<file path="src/rtl/l1_mem_arbiter.sv">
// rtl/l1_mem_arbiter.sv - I/D L1 miss, refill and write arbiter onto one external memory port
//
// Ports:
//   clk, resetb                 core clock, asynchronous active-low reset
//   i_req/i_addr                I-cache read request (held until i_wait low)
//   i_rdata/i_wait              I-cache read data and stall
//   d_req/d_write/d_addr        D-cache request, direction and address (held until d_wait low)
//   d_wdata/d_wstrb             D-cache write data and byte strobes
//   d_rdata/d_wait              D-cache read data and stall
//   m_valid/m_ready             memory command handshake
//   m_write/m_addr/m_wdata/m_wstrb  memory command fields (stable while m_valid)
//   m_rvalid/m_rdata            memory response (read data or write ack)
module l1_mem_arbiter #(
   parameter bit FAIR      = 1'b1,
   parameter bit WR_POSTED = 1'b0
) (
   input  logic        clk,
   input  logic        resetb,
   input  logic        i_req,
   input  logic [31:0] i_addr,
   output logic [31:0] i_rdata,
   output logic        i_wait,
   input  logic        d_req,
   input  logic        d_write,
   input  logic [31:0] d_addr,
   input  logic [31:0] d_wdata,
   input  logic [3:0]  d_wstrb,
   output logic [31:0] d_rdata,
   output logic        d_wait,
   output logic        m_valid,
   input  logic        m_ready,
   output logic        m_write,
   output logic [31:0] m_addr,
   output logic [31:0] m_wdata,
   output logic [3:0]  m_wstrb,
   input  logic        m_rvalid,
   input  logic [31:0] m_rdata
);

   localparam logic [1:0] ST_IDLE = 2'd0;
   localparam logic [1:0] ST_ADDR = 2'd1;
   localparam logic [1:0] ST_DATA = 2'd2;
   localparam logic [1:0] ST_RESP = 2'd3;

   localparam logic OWN_I = 1'b0;
   localparam logic OWN_D = 1'b1;

   logic [1:0]  state;
   logic        owner;
   logic        last_owner;
   logic        grant_d;
   logic        cmd_write;
   logic [31:0] cmd_addr;
   logic [31:0] cmd_wdata;
   logic [3:0]  cmd_wstrb;

   // On a tie, fair mode hands the port to whichever side did not own it last.
   always_comb begin
      grant_d = d_req;
      if (i_req && d_req) begin
         grant_d = FAIR ? (last_owner == OWN_I) : 1'b1;
      end
   end

   always_ff @(posedge clk or negedge resetb) begin
      if (!resetb) begin
         state      <= ST_IDLE;
         owner      <= OWN_D;
         last_owner <= OWN_D;
         cmd_write  <= 1'b0;
         cmd_addr   <= 32'd0;
         cmd_wdata  <= 32'd0;
         cmd_wstrb  <= 4'd0;
         i_rdata    <= 32'd0;
         d_rdata    <= 32'd0;
      end else begin
         case (state)
            ST_IDLE: begin
               if (i_req || d_req) begin
                  owner      <= grant_d;
                  last_owner <= grant_d;
                  cmd_addr   <= grant_d ? d_addr : i_addr;
                  cmd_write  <= grant_d && d_write;
                  cmd_wdata  <= grant_d ? d_wdata : 32'd0;
                  cmd_wstrb  <= (grant_d && d_write) ? d_wstrb : 4'd0;
                  state      <= ST_ADDR;
               end
            end
            ST_ADDR: begin
               // m_rvalid here is a protocol error and is deliberately ignored.
               if (m_ready) begin
                  state <= (cmd_write && WR_POSTED) ? ST_RESP : ST_DATA;
               end
            end
            ST_DATA: begin
               if (m_rvalid) begin
                  if (!cmd_write) begin
                     if (owner == OWN_D) begin
                        d_rdata <= m_rdata;
                     end else begin
                        i_rdata <= m_rdata;
                     end
                  end
                  state <= ST_RESP;
               end
            end
            default: begin
               state <= ST_IDLE;
            end
         endcase
      end
   end

   assign m_valid = (state == ST_ADDR);
   assign m_write = cmd_write;
   assign m_addr  = cmd_addr;
   assign m_wdata = cmd_wdata;
   assign m_wstrb = cmd_wstrb;

   // A side whose req was dropped mid-transaction sees wait=0 simply because req is low.
   assign i_wait = i_req && !((state == ST_RESP) && (owner == OWN_I));
   assign d_wait = d_req && !((state == ST_RESP) && (owner == OWN_D));

endmodule

</file>
<file path="config.mk">
export PLATFORM = sky130hd
export DESIGN_NAME = l1_mem_arbiter
export DESIGN_NICKNAME = d
export VERILOG_FILES = /design/src/rtl/l1_mem_arbiter.sv
export SDC_FILE = /design/constraint.sdc
export NUM_CORES = 1
export LEC_CHECK = 0
export ABC_CLOCK_PERIOD_IN_PS = 1900
export CAP_MARGIN = 30
export CORE_MARGIN = 2
export CORE_UTILIZATION = 36
export CTS_CLUSTER_DIAMETER = 60
export DETAILED_ROUTE_END_ITERATION = 8
export GPL_TIMING_DRIVEN = 0
export HOLD_SLACK_MARGIN = 0.06
export PLACE_DENSITY = 0.82
export SYNTH_ARGS = -nofsm -noshare
export SYNTH_HDL_FRONTEND = slang
export SYNTH_SLANG_ARGS = --single-unit
</file>
<file path="constraint.sdc">
create_clock -name clk -period 1.9 [get_ports clk]
set_input_delay 0.19 -clock clk [delete_from_list [all_inputs] [get_ports clk]]
set_output_delay 0.19 -clock clk [all_outputs]
set_load 0.05 [all_outputs]
</file>
Yosys cells after proc, flatten, opt, wreduce, memory -nomap -nowiden
Cells that the tools add are included.
- equality and inequality tests: 6
- muxes and demuxes: 8
- bitwise gates (word level): 2
- reduce and logical (&&, ||, !) cells: 14
- operators by type and width (operator ; count):
    $mux 32 ; 2
    $reduce_and 4->1 ; 2
    $logic_and 1x1->1 ; 6
    $mux 2 ; 3
    $pmux 2 s3 ; 1
    $eq 2x2->1 const B ; 2
    $mux 4 ; 1
    $ne 2x2->1 const B ; 2
    $reduce_and 3->1 ; 1
    $eq 2x1->1 const B ; 1
    $logic_not 1->1 ; 2
    $logic_not 2->1 ; 1
    $ne 2x1->1 const B ; 1
    $not 1->1 ; 2
    $reduce_and 2->1 ; 1
    $logic_or 1x1->1 ; 1
    $mux 1 ; 1
- register bits: 136
- output and inout bits: 136

Longest topological paths before layout
- depth after elaboration: 4
- mapped depth: 7
- gate-level depth less buffers: 5

Worst setup path before layout
No wires, ideal clock.
- path kind: reg-to-output
- from: register last_owner (netlist name)
- to: output port i_wait
- data arrival time: 1.731 ns
- path slack: -0.021 ns
- cell stages (with the launch flop): 3
- path through: dfstp_2 > inv_2 > a21boi_0
- RTL lines (what ; RTL line ; text):
    end, declared ; 22 ; output logic i_wait,

Worst setup path in the final report
- from: register state[0]
- to: register d_rdata[19]
- word-level cells in the longest chain between the ends: 2
- RTL lines (what ; RTL line ; text):
    start, declared ; 48 ; logic [1:0] state;
    start signal, assigned ; 92 ; state <= (cmd_write && WR_POSTED) ? ST_RESP : ST_DATA;
    $eq 2x2->1 ; 77 ; case (state)
    $reduce_and 4->1 (no source line) ; - ;
    end signal, assigned ; 99 ; d_rdata <= m_rdata;
    end, declared ; 28 ; output logic [31:0] d_rdata,
Every way passes these cells.
A chain may end at the register's enable or synchronous reset.

==> flow_summary.yaml <==
synthesis:
  yosys_warnings: 0
  ys_ff_latch: 136
  syn_area_um2: 5480
  ys_seq_area_share_pct: 62.12
  async_flop_share_pct: 100.0
  yosys.area.top_type: "dfrtp_1"
  synth_fp_nets: 560
  syn_area_per_cell_um2: 13.14
  syn_inst: 417
  ys.flop_type: "dfrtp_1"
  synth.top_cell.area_share_pct: 61.64
  netlist_top_cells_area: "dfrtp_1 (62%), mux2_4 (8.2%), mux2_2 (7.2%), a21oi_1 (5.8%), a22o_1 (5.3%)"
  synth_edf_count: 0
  synth.distinct_cells: 29
pwr:
  p_seq_share_pct: 26.5
  switchingPower_mw: 9.317
  swShare_pct: 47.23
  ir_drop_mv: 1.403
  finalPower_mw: 19.72
  comb_power_share_pct: 57.8
  clock_power_share_pct: 15.7
  leakage_nw: 3.990
  powerDensity_nw_per_um2: 2172
  p_int_mw: 10.41
detailed_routing:
  dr.pass1.iters: 5
  routed_wirelength_mm: 16.04
  drc_errors: 0
  antenna_left: 0
  initialDrtViolationCount: 172
  viasPerCell: 4.910
  num_vias: 4478
  routedWlPerCell_um: 17.59
layout:
  drive_gt1_share_pct: 17.82
  antenna_cells: 0
  area.growth.synth_to_final_pct: 65.73
  post-route-cell-area_um2: 9082
  nets: 854
placed_design:
  dp_worst_setup_slack_ns: -0.4039
  dp_hpwl_mm: 12.10
  placed_cell_area_um2: 8477
  gp_congestion: 0.8048
  portBuffers: 273
floorplanning:
  rows: 45
  die_w_um: 127.4
  die_h_um: 127.4
  core_area_um2: 15030
  die-area_um2: 16230
  ioPinCount: 275
  start_util_pct: 36.45
clock_network:
  clock-sinks: 136
  cts_root_buf: "clkbuf_16"
  cts_setup_buffers: 0
  cts_tree: "done"
  clock_latency_ns: 0.41
  h-tree-depth: 4
  clkTransAtPathRegs_ns: 0.06
  cts_buffers: 17
  cts_max_path_buffers: 2
worst_setup_path:
  critPathTopFamily: "flip-flops"
  required_ns: 2.19
  crit_fanout: 10
  reg2reg_setup_slack_ns: 0.07
  path_cells: "inv_2 -> ha_2 -> nand2_2 -> or3_1 -> buf_6 -> buf_12 -> mux2_4"
  worstPathArrival_ns: 2.11
  crit_slowest_cell: "dfrtp_1"
  endpoint_kind: "flip-flop"
  startpoint_type: "flip-flop"
  criticalPathCategory: "reg2reg"
  path_buf_inv: 3
  max_stage_delay_ns: 0.42
sta:
  hold_violations: 0
  setup_ws_ns: 0.07391
  max_slew_margin_pct: 59.83
  drv_slew: 0
  final.min_clock_period_ns: 1.826
  setup_viol: 0
  timing.fmax_mhz: 547.6
  skew_ns: 0.009821
  post-route-period-util_pct: 96.11
  worstMarginPinSlew_ns: 0.6025
global_routing:
  antenna_found_initial: 0
  grt_overflow: 0
  grt_usage_pct: 20.01
  grt_pass1_wl_mm: 25.11
  grt_pass1_vias: 4837
  grt_max_degree: 74
hold_path:
  worstHoldPathType: "in2reg"
status:
  status: "finished clean"
flow_run:
  maxCapViolations: 0
[layout by cell type (no fill, tap or decap), drive strengths merged, types with 2 or more instances in the layout]
cell type      count
dfrtp            135
a21oi             64
clkinvlp           4
clkdlybuf4s50    268
buf               13
nand2             33
mux2              65
a21boi             3
ha                 4
nor2              33
clkinv             4
clkbuf            37
a22o              33
clkdlybuf4s15      2
inv                8
a32o               4
[power by group through the flow]
stage	logic, mW	clock network [mW]	registers (mW)
floorplan	2.55	0	10.0
global placement	11.2	0	5.16
detailed placement	11.4	0	5.23
CTS	11.4	3.20	5.23
global route	11.9	3.36	5.40
finish	11.4	3.10	5.22
[tightest hold or removal path, stage by stage]
cell	delay [ns]
clkdlybuf4s50_1	0.39
nand2_1	0.06
a21oi_1	0.05
[synthesized netlist by cell type (2+ instances only)]
| master | count |
|---|---|
| a21boi_0 | 2 |
| clkbuf_1 | 16 |
| dfrtp_1 | 135 |
| buf_12 | 3 |
| nand2_1 | 33 |
| ha_1 | 4 |
| buf_1 | 2 |
| a21oi_1 | 64 |
| nor2_1 | 33 |
| mux2_4 | 30 |
| mux2_2 | 35 |
| a32o_1 | 4 |
| buf_2 | 6 |
| a22o_1 | 33 |
| inv_1 | 3 |
[flip-flops by register name (all words and copies together), names as in the netlist]
signal and count:
d_rdata 32, i_rdata 32, last_owner 1, m_addr 32, m_wdata 32, m_write 1, m_wstrb 4, state 2
[cell type report]
class	instances	area (um2)
Timing Repair Buffer	275	2766
Inverter	4	15.01
Buffer	28	187.7
Sequential cell	136	3405
Multi-Input combinational cell	249	1912
Tap cell	188	235.2
Clock buffer	19	442.9
Clock inverter	13	118.9
Fill cell	1162	5951
[metrics by stage]
stage	cells	hold slack [ns]	setup TNS, ns	util (%)
6_report	912	0.3288	0	60.42
4_1_cts	912	0.3065	0	60.35
2_1_floorplan	417	-0.1056	0	-
3_3_place_gp	878	0.4766	-618.97	56.20
3_5_place_dp	879	0.2144	-23.05	56.39
5_1_grt	912	0.3109	-0.02227	60.42
[logic make-up after synthesis]
group	after synthesis	synth area share, %
AO/OA/AOI/OAI	110	13.24
adder cells (fa/ha/maj)	4	0.9133
buffers and inverters	32	3.356
flip-flops	136	62.12
multiplexers	65	15.41
AND/OR/NAND/NOR	70	4.955
[per-layer routing]
layer | track usage, % | up-vias | part of all wire, %
met4 | 5.624 | 0 | 1.5
met2 | 34.35 | 220 | 50
met5 | 0 | - | 0
met1 | 23.45 | 2180 | 39
li1 | - | 2058 | -
met3 | 7.663 | 20 | 8.6
[path summary, 6_finish.rpt]
path,start,cells after the start,end
setup / recovery,state[0],7,d_rdata[19]
hold / removal,i_addr[31],3,m_addr[31]
setup reg to reg,state[0],7,d_rdata[19]
hold reg to reg,m_wdata[31],1,m_wdata[31]
max in group asynchronous,resetb,3,m_wdata[18]
min in group asynchronous,resetb,2,d_rdata[17]
[timing repair]
action | 4_1_cts | 5_1_grt
endpoints found under the setup margin | 53 | 115
gates resized for setup | 17 | 15
hold endpoints to repair | 63 | 0
hold buffers | 1 | 0
No activity file was read; power rests on OpenSTA's default activity.
==> RTL change (same settings) <==
Make the reset (`resetb`) synchronous in one clocked block. Comments in the files are not updated.
--- a/src/rtl/l1_mem_arbiter.sv
+++ b/src/rtl/l1_mem_arbiter.sv
@@ -62,7 +62,7 @@
       end
    end
 
-   always_ff @(posedge clk or negedge resetb) begin
+   always_ff @(posedge clk) begin
       if (!resetb) begin
          state      <= ST_IDLE;
          owner      <= OWN_D;
Behaviour: differs if resetb is asserted again (counterexample within 4 cycles, from zero or initial values and one cycle with resetb low); with resetb held inactive, the same outputs for 4 cycles.
==> RTL change against the original RTL <==
Non-clock buffer count up 19. Synthesized area down 8.0%. Die area down 7.8%. Critical path type is now flip-flop to primary output. Sequential cell count unchanged. Setup slack better by 0.029 ns. Wire length up 2.8%. Final area down 5.0%. Utilization up 2.2 points.
Power is not compared: it rests on default switching activity, and its combinational part moved more than twofold at a synthesized area within 25%.
==> RTL change: results (changes against the original RTL) <==
For the global placement routability congestion, the log shows 0.822 (+2.1%). The logs give 43 (-4.4%) for the number of standard-cell rows in the floorplan and 0.226 (+0.0261) for the overall global routing resource usage. The share of cell area taken by multi-input logic gates was 0.228 (+0.0176); the wire length reported by the detailed router was 16500 microns (+2.8%). The tools report the number of gates resized after cts as 9 (-8). The tools report the hold path startpoint as i_req. The kind of cell with the highest combined delay along the critical path is buffers and inverters. For the number of distinct library cells after synthesis, the log shows 33 (+14%). The largest fanout of any net on the critical path was 2 (-8). Uppermost metal layer occupied by signal nets: met4.

The core utilization of the finished layout came out at 0.626 (+0.0222). The clock network area share was 0.0740 (+0.0121); the transition time at the pin with the least slew margin was 0.568 ns (-0.0346 ns). Via count normalized by instance count: 5.01 (+2.1%).

The tools report the worst flop-to-flop path startpoint as state[0]. On the critical path, the stage with the largest delay is an instance of clkdlybuf4s50_1. The run gives 0.540 (-0.0811) as the share of the yosys chip area belonging to registers.

The tools report the post-placement setup slack as -0.190 ns (+0.214 ns). In the final design, more cell area goes to non-clock buffers than to any other class. The global-route wire length before repair came out at 26500 microns (+5.5%). For the detailed-routing wirelength on met1, the log shows 6480 microns (+2.4%). The non-clock buffer area fraction after layout came out at 0.354 (+0.0288). The non-clock inverter total of the final layout came out at 5 (+1). The startpoint of the most critical setup path is d_rdata[23].

The met2 wire length was 7930 microns (-2.0%); the number of nets produced by synthesis was 684 (+22%). The first-pass detailed-route iteration total is 4 (-1), and the met1 track utilization from global routing is 0.257 (+0.0220). The number of port buffers is 272 (-0.37%).

The detailed-placement wirelength estimate is 12400 microns (+2.2%), and the proportion of synthesized flip-flops having asynchronous set or reset is 0 (-1.00). The tools report the sequential cell count of the final layout as 136 (unchanged). The pin count of the biggest net entering global routing was 17 (-77%). The placed cell area was 0.00799 sq mm (-5.8%); the count of placed standard cells including taps was 993 (+13%).

The met3 layer usage reported by global route was 0.0836 (+0.00701). The proportion of layout cells with a drive suffix above 1 is 0.127 (-0.0515). The count of clock-net buffers in the final layout came out at 21 (+2).

The logs give 350 (+41%) for the multi-input combinational cell count and 0.378 (+0.0343) for the met2 capacity usage during global routing. The count of plain and timing-repair buffers is 322 (+6.3%), and the later-pin clock latency in the skew report is 0.41 ns (about the same). Number of global-route vias before repair: 5308 (+9.7%). The highest cell delay on the worst timing path came out at 0.84 ns (+0.42 ns). The run gives 1199 (+3.2%) as the number of fill cells.

The commonest cells after synthesis are dfxtp_1, nand2_1, o21ai_0. The flow ran to the end, and the final reports show no timing, DRC or antenna violations.
## RTL change: cell count changes after synthesis, moves of 12 or more
cell	unedited run	this run
dfxtp_1	0	136
mux2_2	35	0
nand2_1	33	99
o21ai_0	0	82
a22o_2	0	31
dfrtp_1	135	0
nand3_1	0	64
o21ai_1	1	15
a21oi_1	64	1
buf_6	1	13
mux2_4	30	0
a22o_1	33	2
a31oi_1	0	32
nor2_1	33	1
## RTL change: final timing paths
path / endpoint / slack, ns / cells past startpoint
max: d_rdata[23] / 0.10 / 1
min: last_owner / 0.16 / 3
max reg2reg: d_rdata[23] / 0.23 / 5
min reg2reg: i_rdata[26] / 0.46 / 2
## RTL change: worst min-delay path: stages
cell and delay, ns:
buf_6 0.12, and3_1 0.15, o21ai_0 0.06
## RTL change: cell families after synthesis
kind of cell,share of synthesized area
AOI/OAI and AO/OA,0.228
and+or+nand+nor,0.148
DFF,0.540
buffers and inverters,0.0695
adders and majority gates,0.00993
muxes,0.00397
